$ cat config.mk
export PLATFORM = sky130hd
export DESIGN_NAME = alu_issue_stage
export DESIGN_NICKNAME = d
export VERILOG_FILES = /design/src/rtl/alu_issue_stage.sv
export SDC_FILE = /design/constraint.sdc
export NUM_CORES = 1
export LEC_CHECK = 0
export BUFFER_PORTS_ARGS = -buffer_cell sky130_fd_sc_hd__buf_2
export CORE_ASPECT_RATIO = 0.5
export CORE_MARGIN = 5
export CORE_UTILIZATION = 40
export CTS_BUF_LIST = sky130_fd_sc_hd__clkbuf_4 sky130_fd_sc_hd__clkbuf_8
export DETAILED_ROUTE_END_ITERATION = 8
export HOLD_SLACK_MARGIN = 0.06
export PLACE_DENSITY = 0.7
export SLEW_MARGIN = 30
export SYNTH_ARGS = -nofsm -noshare
export SYNTH_HDL_FRONTEND = slang
export SYNTH_SLANG_ARGS = --single-unit
$ cat constraint.sdc
create_clock -name clk -period 1.6 [get_ports clk]
set_clock_uncertainty 0.1 [all_clocks]
set_input_delay 0.32 -clock clk [delete_from_list [all_inputs] [get_ports clk]]
set_output_delay 0.32 -clock clk [all_outputs]
set_load 0.05 [all_outputs]
$ cat src/rtl/alu_issue_stage.sv
// Purpose : RV32I decode/issue register that turns an instruction and its register operands into an ALU request.
// Latency : 1 cycle from the input handshake to out_valid; sustains one instruction per cycle.
// Backpr. : in_ready = !flush && (!out_valid || out_ready); the request is held stable while out_ready is low.
// Ports   : clk/rst_n (async active-low)/flush (synchronous kill);
//           in_valid/in_ready with in_instr, in_pc, in_rs1_data, in_rs2_data;
//           out_valid/out_ready with ALUop1, ALUop2, ALUctrl, out_rd, out_rd_we, out_pc, out_illegal.
module alu_issue_stage #(
  parameter int DATA_WIDTH = 32
) (
  input  logic                  clk,
  input  logic                  rst_n,
  input  logic                  flush,
  input  logic                  in_valid,
  output logic                  in_ready,
  input  logic [31:0]           in_instr,
  input  logic [DATA_WIDTH-1:0] in_pc,
  input  logic [DATA_WIDTH-1:0] in_rs1_data,
  input  logic [DATA_WIDTH-1:0] in_rs2_data,
  output logic                  out_valid,
  input  logic                  out_ready,
  output logic [DATA_WIDTH-1:0] ALUop1,
  output logic [DATA_WIDTH-1:0] ALUop2,
  output logic [3:0]            ALUctrl,
  output logic [4:0]            out_rd,
  output logic                  out_rd_we,
  output logic [DATA_WIDTH-1:0] out_pc,
  output logic                  out_illegal
);

  localparam logic [6:0] OPC_OP     = 7'b0110011;
  localparam logic [6:0] OPC_OP_IMM = 7'b0010011;
  localparam logic [6:0] OPC_LUI    = 7'b0110111;
  localparam logic [6:0] OPC_AUIPC  = 7'b0010111;
  localparam logic [6:0] OPC_LOAD   = 7'b0000011;
  localparam logic [6:0] OPC_STORE  = 7'b0100011;
  localparam logic [6:0] OPC_JAL    = 7'b1101111;
  localparam logic [6:0] OPC_JALR   = 7'b1100111;
  localparam logic [6:0] OPC_BRANCH = 7'b1100011;

  typedef struct packed {
    logic [DATA_WIDTH-1:0] op1;
    logic [DATA_WIDTH-1:0] op2;
    logic [DATA_WIDTH-1:0] pc;
    logic [3:0]            ctrl;
    logic [4:0]            rd;
    logic                  rd_we;
    logic                  illegal;
  } req_t;

  logic valid_q, valid_d;
  req_t req_q, req_d;
  req_t dec;

  logic [6:0]            opcode;
  logic [2:0]            funct3;
  logic [DATA_WIDTH-1:0] imm_i, imm_s, imm_u;
  logic                  capture;

  assign opcode = in_instr[6:0];
  assign funct3 = in_instr[14:12];

  // Immediates are sign-extended to the datapath width via signed size casts.
  assign imm_i = DATA_WIDTH'($signed(in_instr[31:20]));
  assign imm_s = DATA_WIDTH'($signed({in_instr[31:25], in_instr[11:7]}));
  assign imm_u = DATA_WIDTH'($signed({in_instr[31:12], 12'b0}));

  // Decode of the incoming instruction into an ALU request.
  always_comb begin
    dec         = '0;
    dec.pc      = in_pc;
    dec.rd      = in_instr[11:7];
    dec.rd_we   = 1'b1;
    dec.illegal = 1'b0;
    case (opcode)
      OPC_OP: begin
        dec.op1  = in_rs1_data;
        dec.op2  = in_rs2_data;
        dec.ctrl = {in_instr[30], funct3};
      end
      OPC_OP_IMM: begin
        dec.op1  = in_rs1_data;
        dec.op2  = imm_i;
        // Only the shift-right group uses bit 30 (SRLI/SRAI); for the rest it is
        // immediate data and must not turn ADDI into SUB.
        dec.ctrl = (funct3 == 3'b101) ? {in_instr[30], funct3} : {1'b0, funct3};
      end
      OPC_LUI: begin
        dec.op2 = imm_u;
      end
      OPC_AUIPC: begin
        dec.op1 = in_pc;
        dec.op2 = imm_u;
      end
      OPC_LOAD: begin
        dec.op1 = in_rs1_data;
        dec.op2 = imm_i;
      end
      OPC_STORE: begin
        dec.op1   = in_rs1_data;
        dec.op2   = imm_s;
        dec.rd_we = 1'b0;
      end
      OPC_JAL, OPC_JALR: begin
        // The ALU produces the link value pc+4; targets are computed elsewhere.
        dec.op1 = in_pc;
        dec.op2 = DATA_WIDTH'(4);
      end
      OPC_BRANCH: begin
        dec.rd_we = 1'b0;
        case (funct3)
          3'b000, 3'b001: begin
            dec.op1  = in_rs1_data;
            dec.op2  = in_rs2_data;
            dec.ctrl = 4'b1000;
          end
          3'b100, 3'b101: begin
            dec.op1  = in_rs1_data;
            dec.op2  = in_rs2_data;
            dec.ctrl = 4'b0010;
          end
          3'b110, 3'b111: begin
            dec.op1  = in_rs1_data;
            dec.op2  = in_rs2_data;
            dec.ctrl = 4'b0011;
          end
          default: begin
            dec.illegal = 1'b1;
          end
        endcase
      end
      default: begin
        dec.illegal = 1'b1;
        dec.rd_we   = 1'b0;
      end
    endcase
    if (dec.rd == 5'd0) begin
      dec.rd_we = 1'b0;
    end
  end

  // Handshake and next-state logic; flush outranks both capture and hold.
  always_comb begin
    in_ready = !flush && (!valid_q || out_ready);
    capture  = in_valid && in_ready;
    valid_d  = valid_q;
    req_d    = req_q;
    if (flush) begin
      valid_d = 1'b0;
    end else if (capture) begin
      valid_d = 1'b1;
      req_d   = dec;
    end else if (out_ready) begin
      valid_d = 1'b0;
    end
  end

  always_ff @(posedge clk or negedge rst_n) begin
    if (!rst_n) begin
      valid_q <= 1'b0;
      req_q   <= '0;
    end else begin
      valid_q <= valid_d;
      req_q   <= req_d;
    end
  end

  assign out_valid   = valid_q;
  assign ALUop1      = req_q.op1;
  assign ALUop2      = req_q.op2;
  assign ALUctrl     = req_q.ctrl;
  assign out_rd      = req_q.rd;
  assign out_rd_we   = req_q.rd_we;
  assign out_pc      = req_q.pc;
  assign out_illegal = req_q.illegal;

endmodule

Yosys cells after proc, flatten, opt, wreduce, memory -nomap -nowiden

Cells that the tools add are included.

Eq/ne operators: 14
Muxes and demuxes: 13
Bitwise logic cells: 1
Reductions and logical operators: 20

Operators with widths:

| cell                                          | count |
|---|---|
| case mux 32 bit (6 select lines)              | 1 |
| case mux 32 bit (3 select lines)              | 1 |
| two-way mux 64 bit                            | 1 |
| case mux 4 bit (3 select lines)               | 2 |
| == test 7 x 6 -> 1 bit, second input constant | 3 |
| == test 7 bit, second input constant          | 3 |
| == test 7 x 5 -> 1 bit, second input constant | 2 |
| == test 3 bit, second input constant          | 4 |
| OR reduction 2 bit                            | 6 |
| OR reduction 8 bit                            | 1 |
| == test 7 x 2 -> 1 bit, second input constant | 1 |
| OR reduction 7 bit                            | 1 |
| two-way mux 1 bit                             | 6 |
| OR reduction 6 bit                            | 1 |
| logical NOT 5 bit                             | 1 |
| two-way mux 4 bit                             | 1 |
| OR reduction 4 bit                            | 1 |
| == test 3 x 1 -> 1 bit, second input constant | 1 |
| logical NOT 3 bit                             | 1 |
| nonzero test 3 bit                            | 1 |
| OR reduction 3 bit                            | 1 |
| logical AND 1 bit                             | 2 |
| logical NOT 1 bit                             | 2 |
| case mux 1 bit (2 select lines)               | 1 |
| 3 further kinds                               | 3 |

Register bits: 108
Bits of input ports: 133
Output and inout port bits: 109
Logic and storage cells: 56

Depth between registers and ports, before layout

Depth after elaboration: 6
Gate-level depth with buffers: 6
Gate-level depth less buffers: 4

Least setup slack after synthesis

No wires, ideal clock.

Path kind: reg2out
From: register valid_q (netlist: out_valid)
To: output in_ready
Data arrival time: 1.423 ns
Data required time: 1.180 ns
Path slack: -0.243 ns
Cell stages (with the launch flop): 3
Buffers on the path: 0
Cells stage by stage: dfrtp_1 > nor2b_1 > nor2_1

Longest elaborated chain between the ends: 3

Ends and longest elaborated chain:

| what                     | RTL line | text |
|---|---|---|
| start: declaration       | 50       | `logic valid_q, valid_d;` |
| start signal: assignment | 162      | `valid_q <= valid_d;` |
| logical NOT 1 bit        | 143      | `in_ready = !flush && (!valid_q \|\| out_ready);` |
| logical OR 1 bit         | 143      |  |
| logical AND 1 bit        | 143      |  |
| end: declaration         | 14       | `output logic in_ready,` |

No other way between the ends.

Final worst setup path

Ends and elaborated chain as after synthesis.

==> reports/metrics.cfg <==
[outcome]
status = finished clean

[worst_setup_path]
crit_family = flip-flops
path_cells = nor2b_4, nor2_2, buf_6
cpMaxStageDelayCell = dfrtp_2
cp_max_fo = 2
cp-end-kind = primary output
critPathRequiredTime_ns = 1.18
slowest_delay_ns = 0.41
crit_type = reg -> out
critical_path_buf_inv_count = 1
critPathArrivalTime_ns = 1.17
start_kind = flip-flop

[timing]
relSlewSlack_pct = 78.82
period_minus_slack_ns = 1.586
setup_ws_ns = 0.01377
max_freq_mhz = 630.4
final_hold_viol_count = 0
rsz0062_at_grt = yes
drv_slew = 0
setup_viol = 0
period_share_pct = 99.14
finalHoldWorstSlack_ns = 0.07036
tightest_slew_ns = 0.3165

[global_route]
grt_pass1_wl_um = 28430
grt_max_degree = 67
antenna_found_initial = 1
first_global_vias = 5701
grt_usage_pct = 22.43
overflow = 0

[yosys]
ys.flop_type = dfrtp_1
postSynthAreaPerCell_sq_um = 9.073
synth-seq-cells = 108
yosysTopAreaCell = dfrtp_1
synth_cell_types = 45
synth.net_count = 701
synthTopCellsByArea = dfrtp_1 52%, nand2_1 12%, a32oi_1 9.5%, a21oi_1 4.9%, nor2_1 2.7%
yosys.area.top_type_share_pct = 52.44
ys_warn_count = 0
synthArstFlopShare_pct = 100.0
synthCells = 568
synth_edf_count = 0
synth_area_sq_um = 5154
synth.yosys.seq_area_share_pct = 52.44

[routing]
drt-total-wl_um = 17930
drc = 0
wl_per_cell_um = 17.54
routed_via_density = 5.344
drt_iter0_drc = 405
vias = 5462
drt_first_pass_iters = 5
antenna_left = 0

[cts]
cts_buffer_depth = 2
numCtsBuffers = 9
clk_pin_slew_ns = 0.10
clock-root-buffer = clkbuf_8
cts_sinks = 108
cts_tree = yes
cts-htree-levels = 3
clk_latency_ns = 0.37

[floorplan]
die-area_sq_um = 15390
die_h_um = 90.27
core_sq_um = 12630
start_util_pct = 40.81
die_w_um = 170.5
num_rows = 29
ioPinCount = 242

[placement]
place_congestion = 0.8744
hpwl_um = 12370
io_buffer_count = 241
pre_cts_ws_ns = -0.1087

[finish]
drive_gt1_share_pct = 37.56
diodes = 0
area_delta_synth_final_pct = 42.97
fillers = 1146
nNetsFinal = 980

[flow_run]
cap_violations = 0

[power]
peakVddDrop_mv = 0.5153
power.density_nw_per_um2 = 940.2
power.leakage_nw = 3.594
finalPower_mw = 6.928

[min_path]
hold_class = in -> reg

## cells by family after synthesis
kind of cell           count (synthesis)  synth area share (%)
and+or+nand+nor                      252                 21.49
buffers and inverters                 53                 5.195
DFF                                  108                 52.44
AOI/OAI and AO/OA                    155                 20.88
## synth_stat cells (2+ instances only)
cell type    n
nand2_1    161
dfrtp_1    108
a32oi_1     56
a21oi_1     50
nor2_1      37
buf_2       25
nand3_1     19
o21ai_1     17
clkbuf_1    13
a31oi_1      8
buf_4        8
and3_1       6
nand2b_1     5
a211oi_1     4
a22oi_1      4
nand3b_1     4
a22o_1       3
and2_1       3
inv_1        3
nand4_1      3
nor2b_1      3
buf_1        2
o21ai_0      2
o21ai_2      2
o2bb2ai_1    2
## cell usage in the layout, fill, tap and decap left out, types with 2 or more instances in the layout
cell type and count:
buf_12 10, nand2_1 160, dlygate4sd3_1 33, a21oi_1 50, nor2b_1 2, clkinv_4 2, buf_6 2, a31oi_1 8
a22o_1 3, and2_1 2, o21ai_2 2, nand2b_1 4, a22oi_2 2, nand3b_1 4, clkbuf_8 9, a211oi_1 4
dfrtp_1 107, nand3_1 19, nor2_2 2, buf_2 239, o2bb2ai_1 2, a22oi_1 3, buf_4 31, and3_1 6
nor2_1 36, a32oi_1 55, o21ai_1 18, inv_6 2, inv_1 3, nand4_1 3
## registers in the layout (all words and copies together), names as in the netlist
name         count
out_rd_we        1
out_pc          32
out_rd           5
out_valid        1
out_illegal      1
ALUop1          32
ALUctrl          4
ALUop2          32
## tightest hold or removal path: cells and delay by family
| family | cells | cell delay, ns |
|---|---|---|
| buffers and inverters | 1 | 0.09 |
| and+or+nand+nor | 2 | 0.11 |
## power breakdown
group,switching [mW],internal (mW)
registers,0.142,2.99
clock network,0.997,0.600
logic,1.59,0.612
## timing repair
action,in CTS,in global routing
hold buffers,33,0
resized for setup,4,5
endpoints found under the setup margin,1,21
setup buffers,1,1
endpoints found under the hold margin,140,0
pin swaps,1,1
gates cloned,0,2
## through the flow
step	cells	area (sq um)	util, %	setup TNS [ns]
final	1022	7368	58.35	0
after global routing	1022	7368	58.35	-0.02756
after CTS	1019	7297	57.79	-0.02242
after detailed placement	969	6766	53.59	-2.969
after global placement	969	6766	53.59	-1.291
after floorplan	568	5157	-	0
## worst paths after layout
path | start | to | slack [ns] | cells after the start
worst max register to register | out_valid$_DFFE_PN0P_ | ALUop2[21]$_DFFE_PN0P_ | 0.09 | 6
worst max-delay path | out_valid$_DFFE_PN0P_ | in_ready | 0.01 | 3
worst min register to register | out_pc[8]$_DFFE_PN0P_ | out_pc[8]$_DFFE_PN0P_ | 0.39 | 2
max in group asynchronous | rst_n | out_valid$_DFFE_PN0P_ | 0.62 | 3
worst min-delay path | in_pc[2] | out_pc[2]$_DFFE_PN0P_ | 0.07 | 3
min in group asynchronous | rst_n | ALUop2[8]$_DFFE_PN0P_ | 0.21 | 2
## layout make-up
cell class	count	area, sq um	area share, %
Clock inverter	6	47.55	0.6453
Inverter	4	15.01	0.2038
Tap cell	170	212.7	2.887
Clock buffer	10	131.4	1.783
Sequential cell	108	2704	36.70
Timing Repair Buffer	317	2034	27.61
Multi-Input combinational cell	407	2223	30.17
## per-layer routing
metal | wire length (um) | vias to the layer above | track usage (%) | share of wire (%)
li1 | - | 2582 | - | -
met2 | 9111 | 202 | 39.06 | 51
met5 | 13 | - | 0 | 0.073
met3 | 1204 | 27 | 5.728 | 6.7
met1 | 7318 | 2649 | 27.69 | 41
met4 | 277 | 2 | 6.113 | 1.5
(Power assumes the default switching activity.)
